$ cat src/rtl/cardinal_nic_fifo.sv
// Cardinal NIC with DEPTH-entry input/output FIFOs between processor port and router local port.
// Optional NIC_DROP_CNT_EN adds saturating drop counters in status bits [23:16].
module cardinal_nic_fifo #(
  parameter int DATA_WIDTH = 64,
  parameter int IN_DEPTH   = 4,
  parameter int OUT_DEPTH  = 4,
  parameter int VC_BIT     = DATA_WIDTH - 1
) (
  input  logic                  clk,
  input  logic                  reset,
  input  logic [1:0]            addr,
  input  logic [DATA_WIDTH-1:0] d_in,
  output logic [DATA_WIDTH-1:0] d_out,
  input  logic                  nicEn,
  input  logic                  nicEnWr,
  input  logic                  net_si,
  output logic                  net_ri,
  input  logic [DATA_WIDTH-1:0] net_di,
  output logic                  net_so,
  input  logic                  net_ro,
  output logic [DATA_WIDTH-1:0] net_do,
  input  logic                  net_polarity
);

  localparam int IN_PW  = (IN_DEPTH  > 1) ? $clog2(IN_DEPTH)  : 1;
  localparam int OUT_PW = (OUT_DEPTH > 1) ? $clog2(OUT_DEPTH) : 1;
  localparam int IN_CW  = $clog2(IN_DEPTH)  + 1;
  localparam int OUT_CW = $clog2(OUT_DEPTH) + 1;

  logic [DATA_WIDTH-1:0] in_mem  [IN_DEPTH];
  logic [DATA_WIDTH-1:0] out_mem [OUT_DEPTH];
  logic [IN_PW-1:0]      in_wr, in_rd;
  logic [OUT_PW-1:0]     out_wr, out_rd;
  logic [IN_CW-1:0]      in_count;
  logic [OUT_CW-1:0]     out_count;

  logic in_full, in_empty, out_full, out_empty;
  logic in_push, in_pop, out_push, out_pop;
  logic ld_in_status, ld_out_status, st_out_data;
  logic [DATA_WIDTH-1:0] in_head, out_head;
  logic [7:0] in_cnt8, out_cnt8;
  logic [7:0] in_drop_val, out_drop_val;

  assign in_full   = (in_count  == IN_CW'(IN_DEPTH));
  assign in_empty  = (in_count  == '0);
  assign out_full  = (out_count == OUT_CW'(OUT_DEPTH));
  assign out_empty = (out_count == '0);
  assign in_head   = in_mem[in_rd];
  assign out_head  = out_mem[out_rd];
  assign net_ri    = ~in_full;

  assign ld_in_status  = nicEn && !nicEnWr && (addr == 2'b01);
  assign ld_out_status = nicEn && !nicEnWr && (addr == 2'b11);
  assign st_out_data   = nicEn &&  nicEnWr && (addr == 2'b10);

  // Full/empty are judged on the start-of-cycle count, so a pop never frees room for a same-cycle push.
  assign in_push  = net_si && !in_full;
  assign in_pop   = nicEn && !nicEnWr && (addr == 2'b00) && !in_empty;
  assign out_push = st_out_data && !out_full;
  assign out_pop  = !out_empty && net_ro && (out_head[VC_BIT] == net_polarity);

  always_comb begin
    in_cnt8  = (32'(in_count)  > 32'd255) ? 8'hFF : 8'(in_count);
    out_cnt8 = (32'(out_count) > 32'd255) ? 8'hFF : 8'(out_count);
  end

  always_ff @(posedge clk) begin
    if (in_push)  in_mem[in_wr]   <= net_di;
    if (out_push) out_mem[out_wr] <= d_in;
  end

  always_ff @(posedge clk or negedge reset) begin
    if (!reset) begin
      in_wr    <= '0;
      in_rd    <= '0;
      in_count <= '0;
    end else begin
      if (in_push) in_wr <= (in_wr == IN_PW'(IN_DEPTH - 1)) ? '0 : in_wr + IN_PW'(1);
      if (in_pop)  in_rd <= (in_rd == IN_PW'(IN_DEPTH - 1)) ? '0 : in_rd + IN_PW'(1);
      case ({in_push, in_pop})
        2'b10:   in_count <= in_count + IN_CW'(1);
        2'b01:   in_count <= in_count - IN_CW'(1);
        default: in_count <= in_count;
      endcase
    end
  end

  always_ff @(posedge clk or negedge reset) begin
    if (!reset) begin
      out_wr    <= '0;
      out_rd    <= '0;
      out_count <= '0;
      net_so    <= 1'b0;
      net_do    <= '0;
    end else begin
      if (out_push) out_wr <= (out_wr == OUT_PW'(OUT_DEPTH - 1)) ? '0 : out_wr + OUT_PW'(1);
      if (out_pop) begin
        out_rd <= (out_rd == OUT_PW'(OUT_DEPTH - 1)) ? '0 : out_rd + OUT_PW'(1);
        net_do <= out_head;
      end
      net_so <= out_pop;
      case ({out_push, out_pop})
        2'b10:   out_count <= out_count + OUT_CW'(1);
        2'b01:   out_count <= out_count - OUT_CW'(1);
        default: out_count <= out_count;
      endcase
    end
  end

`ifdef NIC_DROP_CNT_EN
  logic [7:0] in_drop, out_drop;
  logic       in_drop_inc, out_drop_inc;

  assign in_drop_inc  = net_si && in_full;
  assign out_drop_inc = st_out_data && out_full;

  // A status read clears its counter, but a drop in that same cycle is still recorded.
  always_ff @(posedge clk or negedge reset) begin
    if (!reset) begin
      in_drop  <= '0;
      out_drop <= '0;
    end else begin
      if (ld_in_status)                      in_drop <= in_drop_inc ? 8'd1 : 8'd0;
      else if (in_drop_inc && in_drop != '1) in_drop <= in_drop + 8'd1;
      if (ld_out_status)                       out_drop <= out_drop_inc ? 8'd1 : 8'd0;
      else if (out_drop_inc && out_drop != '1) out_drop <= out_drop + 8'd1;
    end
  end

  assign in_drop_val  = in_drop;
  assign out_drop_val = out_drop;
`else
  assign in_drop_val  = '0;
  assign out_drop_val = '0;
`endif

  always_comb begin
    d_out = '0;
    if (nicEn && !nicEnWr) begin
      case (addr)
        2'b00: d_out = in_head;
        2'b01: begin
          d_out[0]     = ~in_empty;
          d_out[15:8]  = in_cnt8;
          d_out[23:16] = in_drop_val;
        end
        2'b11: begin
          d_out[0]     = out_full;
          d_out[15:8]  = out_cnt8;
          d_out[23:16] = out_drop_val;
        end
        default: d_out = '0;
      endcase
    end
  end

endmodule

$ cat config.mk
export PLATFORM = sky130hd
export DESIGN_NAME = cardinal_nic_fifo
export DESIGN_NICKNAME = d
export VERILOG_FILES = /design/src/rtl/cardinal_nic_fifo.sv
export SDC_FILE = /design/constraint.sdc
export NUM_CORES = 1
export LEC_CHECK = 0
export ABC_CLOCK_PERIOD_IN_PS = 6000
export CAP_MARGIN = 25
export CORE_MARGIN = 10
export CORE_UTILIZATION = 60
export DETAILED_ROUTE_END_ITERATION = 6
export GPL_TIMING_DRIVEN = 0
export HOLD_SLACK_MARGIN = 0.1
export PLACE_DENSITY = 0.89
export SLEW_MARGIN = 20
export SYNTH_ARGS = -nofsm -noshare
export SYNTH_HDL_FRONTEND = slang
export SYNTH_SLANG_ARGS = --single-unit
$ cat constraint.sdc
create_clock -name clk -period 6 [get_ports clk]
set_clock_uncertainty 0.1 [all_clocks]
set_input_delay 0.6 -clock clk [delete_from_list [all_inputs] [get_ports clk]]
set_output_delay 0.6 -clock clk [all_outputs]
set_load 0.05 [all_outputs]
Word level (Yosys, flattened, before mapping)

Memory sizes are Yosys's and may differ from the RTL's.
Index checks and enable logic that the tools add are counted.

Bits in registers: 79
Bits in writable memories: 512
Memories: 2
Output and inout port bits: 130
Input port bits: 137

Multiplexer cells: 15
$add $sub $neg: 8
Reduce and logical (&&, ||, !) cells: 19
Bitwise logic cells: 2
Equal/unequal tests: 14

Memory list:

| memory  | words | width | rd ports | clocked after memory_dff | wr ports | RTL line | source |
|---|---|---|---|---|---|---|---|
| in_mem  | 4     | 64    | 1        | 0                        | 1        | 30       | `logic [DATA_WIDTH-1:0] in_mem [IN_DEPTH];` |
| out_mem | 4     | 64    | 1        | 0                        | 1        | 31       | `logic [DATA_WIDTH-1:0] out_mem [OUT_DEPTH];` |

Operators with widths:

| cell                                                                   | number |
|---|---|
| 64-bit two-way mux                                                     | 1 |
| 16-bit one-hot mux with 3 select lines                                 | 1 |
| 40-bit two-way mux                                                     | 1 |
| 2-bit equality test (second input constant)                            | 8 |
| 3-bit one-hot mux with 2 select lines                                  | 2 |
| 1-bit logical AND                                                      | 9 |
| 2-bit by 1-bit adder with 2-bit output (second input constant)         | 4 |
| 2-bit two-way mux                                                      | 4 |
| 7-bit two-way mux                                                      | 1 |
| 3-bit by 1-bit adder with 3-bit output (second input constant)         | 2 |
| 2-bit by 1-bit equality test with 1-bit output (second input constant) | 3 |
| 3-bit equality test (second input constant)                            | 2 |
| 3-bit logical NOT                                                      | 2 |
| 3-bit by 1-bit subtractor with 3-bit output (second input constant)    | 2 |
| 1-bit logical NOT                                                      | 5 |
| 1-bit two-way mux                                                      | 4 |
| 2-bit nonzero test                                                     | 2 |
| 1-bit one-hot mux with 3 select lines                                  | 1 |
| 2-bit logical NOT                                                      | 1 |
| 1-bit NOT                                                              | 2 |
| 1-bit equality test                                                    | 1 |

Logic depth before layout (Yosys ltp)

Depth after elaboration: 6
Gate-level depth with buffers: 12
Depth with buffers taken out: 10

Least setup slack after synthesis

No wires, ideal clock.

Path kind: input to register
From: in addr[0]
To: mem out_mem[0][0], enable pin
Arrival time: 2715 ps
Stages: 4
Data required time: 5471 ps
Library setup time: 429 ps
Slack: 2756 ps
Path buffers: 0
Cells stage by stage: clkinv_1 > nand4_1 > a31oi_1 > and2_1

Longest elaborated chain between the ends: 5

Ends and longest elaborated chain:

| what                                    | RTL line | source |
|---|---|---|
| start: declaration                      | 11       | `input logic [1:0] addr,` |
| 2-bit equality test                     | 54       | `assign st_out_data = nicEn && nicEnWr && (addr == 2'b10);` |
| 1-bit logical AND                       | 54       |  |
| 1-bit logical AND                       | 59       | `assign out_push = st_out_data && !out_full;` |
| 1-bit two-way mux                       | 69       | `if (out_push) out_mem[out_wr] <= d_in;` |
| 1-bit two-way mux (not written as such) | 69       |  |
| end: declaration                        | 31       |  |

Every way passes these cells.

Worst setup path after layout

From: reg in_rd[1]
To: out d_out[57]

Longest elaborated chain between the ends: 3

Ends and longest elaborated chain:

| what                     | RTL line | source |
|---|---|---|
| start: declaration       | 32       | `logic [IN_PW-1:0] in_wr, in_rd;` |
| start signal: assignment | 79       | `if (in_pop) in_rd <= (in_rd == IN_PW'(IN_DEPTH - 1)) ? '0 : in_rd + IN_PW'(1);` |
| memory 4 x 64 bit        | n/a      |  |
| 40-bit two-way mux       | 140      | `case (addr)` |
| 64-bit two-way mux       | 139      | `if (nicEn && !nicEnWr) begin` |
| end: declaration         | 13       | `output logic [DATA_WIDTH-1:0] d_out,` |

Every way passes these cells.

==> results.sh <==
export IMPL_outcome="finished, final reports clean"
export IMPL_critical_path_required_ns=5.30
export IMPL_synth_simple_area_share=0.02367
export IMPL_nNetsFinal=1462
export IMPL_yosysTopAreaCell="edfxtp_1"
export IMPL_drt_total_wl_mm=54.29
export IMPL_period_minus_slack_ns=4.309
export IMPL_ys_flop_type="edfxtp_1"
export IMPL_async_flop_share=0.1337
export IMPL_crit_start="in_rd[1]"
export IMPL_crit_buf_inv=3
export IMPL_crit_end="d_out[57]"
export IMPL_drive_gt1_frac=0.2078
export IMPL_yosys_warnings=0
export IMPL_p_leak_nw=9.492
export IMPL_p_total_mw=13.29
export IMPL_yosys_top_cells_count="edfxtp_1, mux4_2, dfrtp_1, and3_1, mux2_1"
export IMPL_core_area_sq_um=36520
export IMPL_row_count=70
export IMPL_finalInstanceArea_sq_um=27600
export IMPL_grt_pass1_wl_mm=79.54
export IMPL_start_kind="flip-flop"
export IMPL_ctsResizeCount=0
export IMPL_drt_iter0_drc=1056
export IMPL_yosysSeqAreaShare=0.7814
export IMPL_place_congestion=0.7870
export IMPL_path_cells="clkbuf_1, clkbuf_1, mux4_2, and3_1, clkdlybuf4s50_1"
export IMPL_r2r_cells=12
export IMPL_antenna_found_initial=12
export IMPL_dp_hpwl_mm=33.28
export IMPL_reg2reg_slack_ns=2.88
export IMPL_die_y_um=212.4
export IMPL_clk_path_buf_depth=3
export IMPL_worst_pin_slew_ns=1.101
export IMPL_power_density_nw_per_um2=481.6
export IMPL_start_util=0.6080
export IMPL_setup_viol=0
export IMPL_io_pins=267
export IMPL_fmax_mhz=232.1
export IMPL_dieArea_sq_um=45100
export IMPL_synthCells=977
export IMPL_dpl_instance_area_sq_um=25700
export IMPL_crit_path_frequent_cell="clkbuf_1"
export IMPL_tns_ns=0
export IMPL_syn_area_per_cell_sq_um=22.73
export IMPL_cts_tree="yes"
export IMPL_r2r_end="out_count[2]"
export IMPL_grt_overflow_total=0
export IMPL_grt_pass1_vias=12030
export IMPL_root_buffer="clkbuf_16"
export IMPL_max_vdd_ir_drop_mv=0.4464
export IMPL_grt_max_degree=48
export IMPL_synth_area_leaders="edfxtp_1, mux4_2, dfrtp_1"
export IMPL_cp_arrival_ns=3.61
export IMPL_synthMuxAreaShare=0.1681
export IMPL_place_inst=1720
export IMPL_die_w_um=212.4
export IMPL_ys_types=32
export IMPL_r2r_start="out_rd[0]"
export IMPL_ant_nets=0
export IMPL_ys_ff_latch=591
export IMPL_slew_headroom=0.2634
export IMPL_synthAdderAreaFrac=0.008565
export IMPL_htreeDepth=2
export IMPL_drc=0
export IMPL_clk_pin_slew_ns=0.06
export IMPL_fill_cells=1851
export IMPL_synth_most_common_cell="edfxtp_1"
export IMPL_path_delay_family="buffers and inverters"
export IMPL_numCtsBuffers=55
export IMPL_synth_top_area_share=0.6924
export IMPL_syn_nets=1128
export IMPL_synth_xor_area_share=0.002761
export IMPL_layoutNonFillerInstCount=1834
export IMPL_crit_cells=5
export IMPL_vias=11370
export IMPL_syn2layout_area_growth_pct=24.31
export IMPL_criticalPathCategory="reg -> out"
export IMPL_cts_setup_buffers=0
export IMPL_drt_first_pass_iters=7
export IMPL_hold_buffers=1
export IMPL_end_kind="output pin"
export IMPL_hold_class="reg -> reg"
export IMPL_clk_latency_ns=0.60
export IMPL_crit_slowest_cell="clkdlybuf4s50_1"
export IMPL_cp_max_fo=10
export IMPL_io_buffers=266
export IMPL_drt_vias_per_instance=6.201
export IMPL_rsz0062_at_grt="no"
export IMPL_numClockSinks=591
export IMPL_synth_top_family_by_area="multiplexers"
export IMPL_syn_area_sq_um=22210
export IMPL_period_share=0.7182
export IMPL_grt_usage=0.2423
export IMPL_cpPeakStageDelay_ns=0.85
export IMPL_wl_per_cell_um=29.60
export IMPL_drv_slew=0
export IMPL_finalHoldViolCount=0
export IMPL_synth_compound_area_share=0.002817
export IMPL_max_cap_viol_count=0
export IMPL_synth_edff_count=512
==> state kept, by name, indices dropped and copies added (netlist names) <==
name,cells
net_so,1
in_wr,2
in_count,3
out_rd,2
net_do,64
out_wr,2
in_rd,2
in_mem,256
out_mem,256
out_count,3
==> cell families after synthesis <==
logic type / count (synthesis)
and+or+nand+nor: 90
adders and majority gates: 14
xor gates and xnor gates: 7
muxes: 204
buffers and inverters: 62
DFF: 591
AOI/OAI and AO/OA: 9
==> power breakdown <==
group	switching (mW)	internal [mW]	leakage (nW)
clock	1.50	2.07	0.918
sequential	0.327	5.19	5.58
combinational	2.44	1.76	2.99
total	4.27	9.02	9.49
==> worst min path at each step <==
stage	slack, ns	cells after the start	to	startpoint
after floorplan	0.20	0	in_count[0]	reset
final	0.39	1	net_do[16]	net_do[16]
after CTS	0.40	1	net_do[16]	net_do[16]
after global placement	0.37	1	net_do[27]	net_do[27]
after global routing	0.41	1	net_do[15]	net_do[15]
after detailed placement	0.38	1	net_do[28]	net_do[28]
==> stage by stage <==
| stage | util | hold slack, ns | setup slack [ns] |
|---|---|---|---|
| after floorplan | - | 0.2044 | 2.756 |
| after global placement | 0.6969 | 0.3735 | 0.7599 |
| after detailed placement | 0.7037 | 0.3806 | 1.883 |
| after CTS | 0.7548 | 0.3956 | 1.623 |
| after global routing | 0.7556 | 0.4126 | 1.550 |
| final | 0.7558 | 0.3889 | 1.691 |
==> per-layer routing <==
metal | global-route usage | up-vias | part of all wire
li1 | - | 4701 | -
met1 | 0.2904 | 5994 | 0.35
met2 | 0.4208 | 560 | 0.54
met5 | 0 | - | 0.00099
met3 | 0.05345 | 109 | 0.073
met4 | 0.09577 | 8 | 0.036
==> cells in the final DEF (no fill, tap or decap), drive strengths merged, types with 2 or more instances in the layout <==
cell	netlist	layout
bufinv	0	6
diode	0	9
inv	13	14
mux2	71	71
fa	2	2
nor2	8	8
clkinv	1	24
xnor2	3	3
dfrtp	79	79
edfxtp	512	512
o21ai	3	3
nand2b	2	2
ha	12	12
clkbuf	25	97
mux4	128	128
and3	65	65
buf	23	34
nand2	6	6
xor2	4	4
clkdlybuf4s50	0	265
and2	5	5
mux2i	5	5
==> final cells by class <==
| cell class | count | area (sq um) | share of cell area |
|---|---|---|---|
| Antenna cell | 9 | 22.52 | 0.0008159 |
| Buffer | 48 | 229.0 | 0.008295 |
| Clock buffer | 72 | 1543 | 0.05589 |
| Clock inverter | 31 | 314.1 | 0.01138 |
| Inverter | 14 | 52.55 | 0.001904 |
| Multi-Input combinational cell | 324 | 4602 | 0.1667 |
| Sequential cell | 591 | 17350 | 0.6286 |
| Tap cell | 468 | 585.6 | 0.02121 |
| Timing Repair Buffer | 277 | 2903 | 0.1052 |
Power figures use the tool's default switching activity.
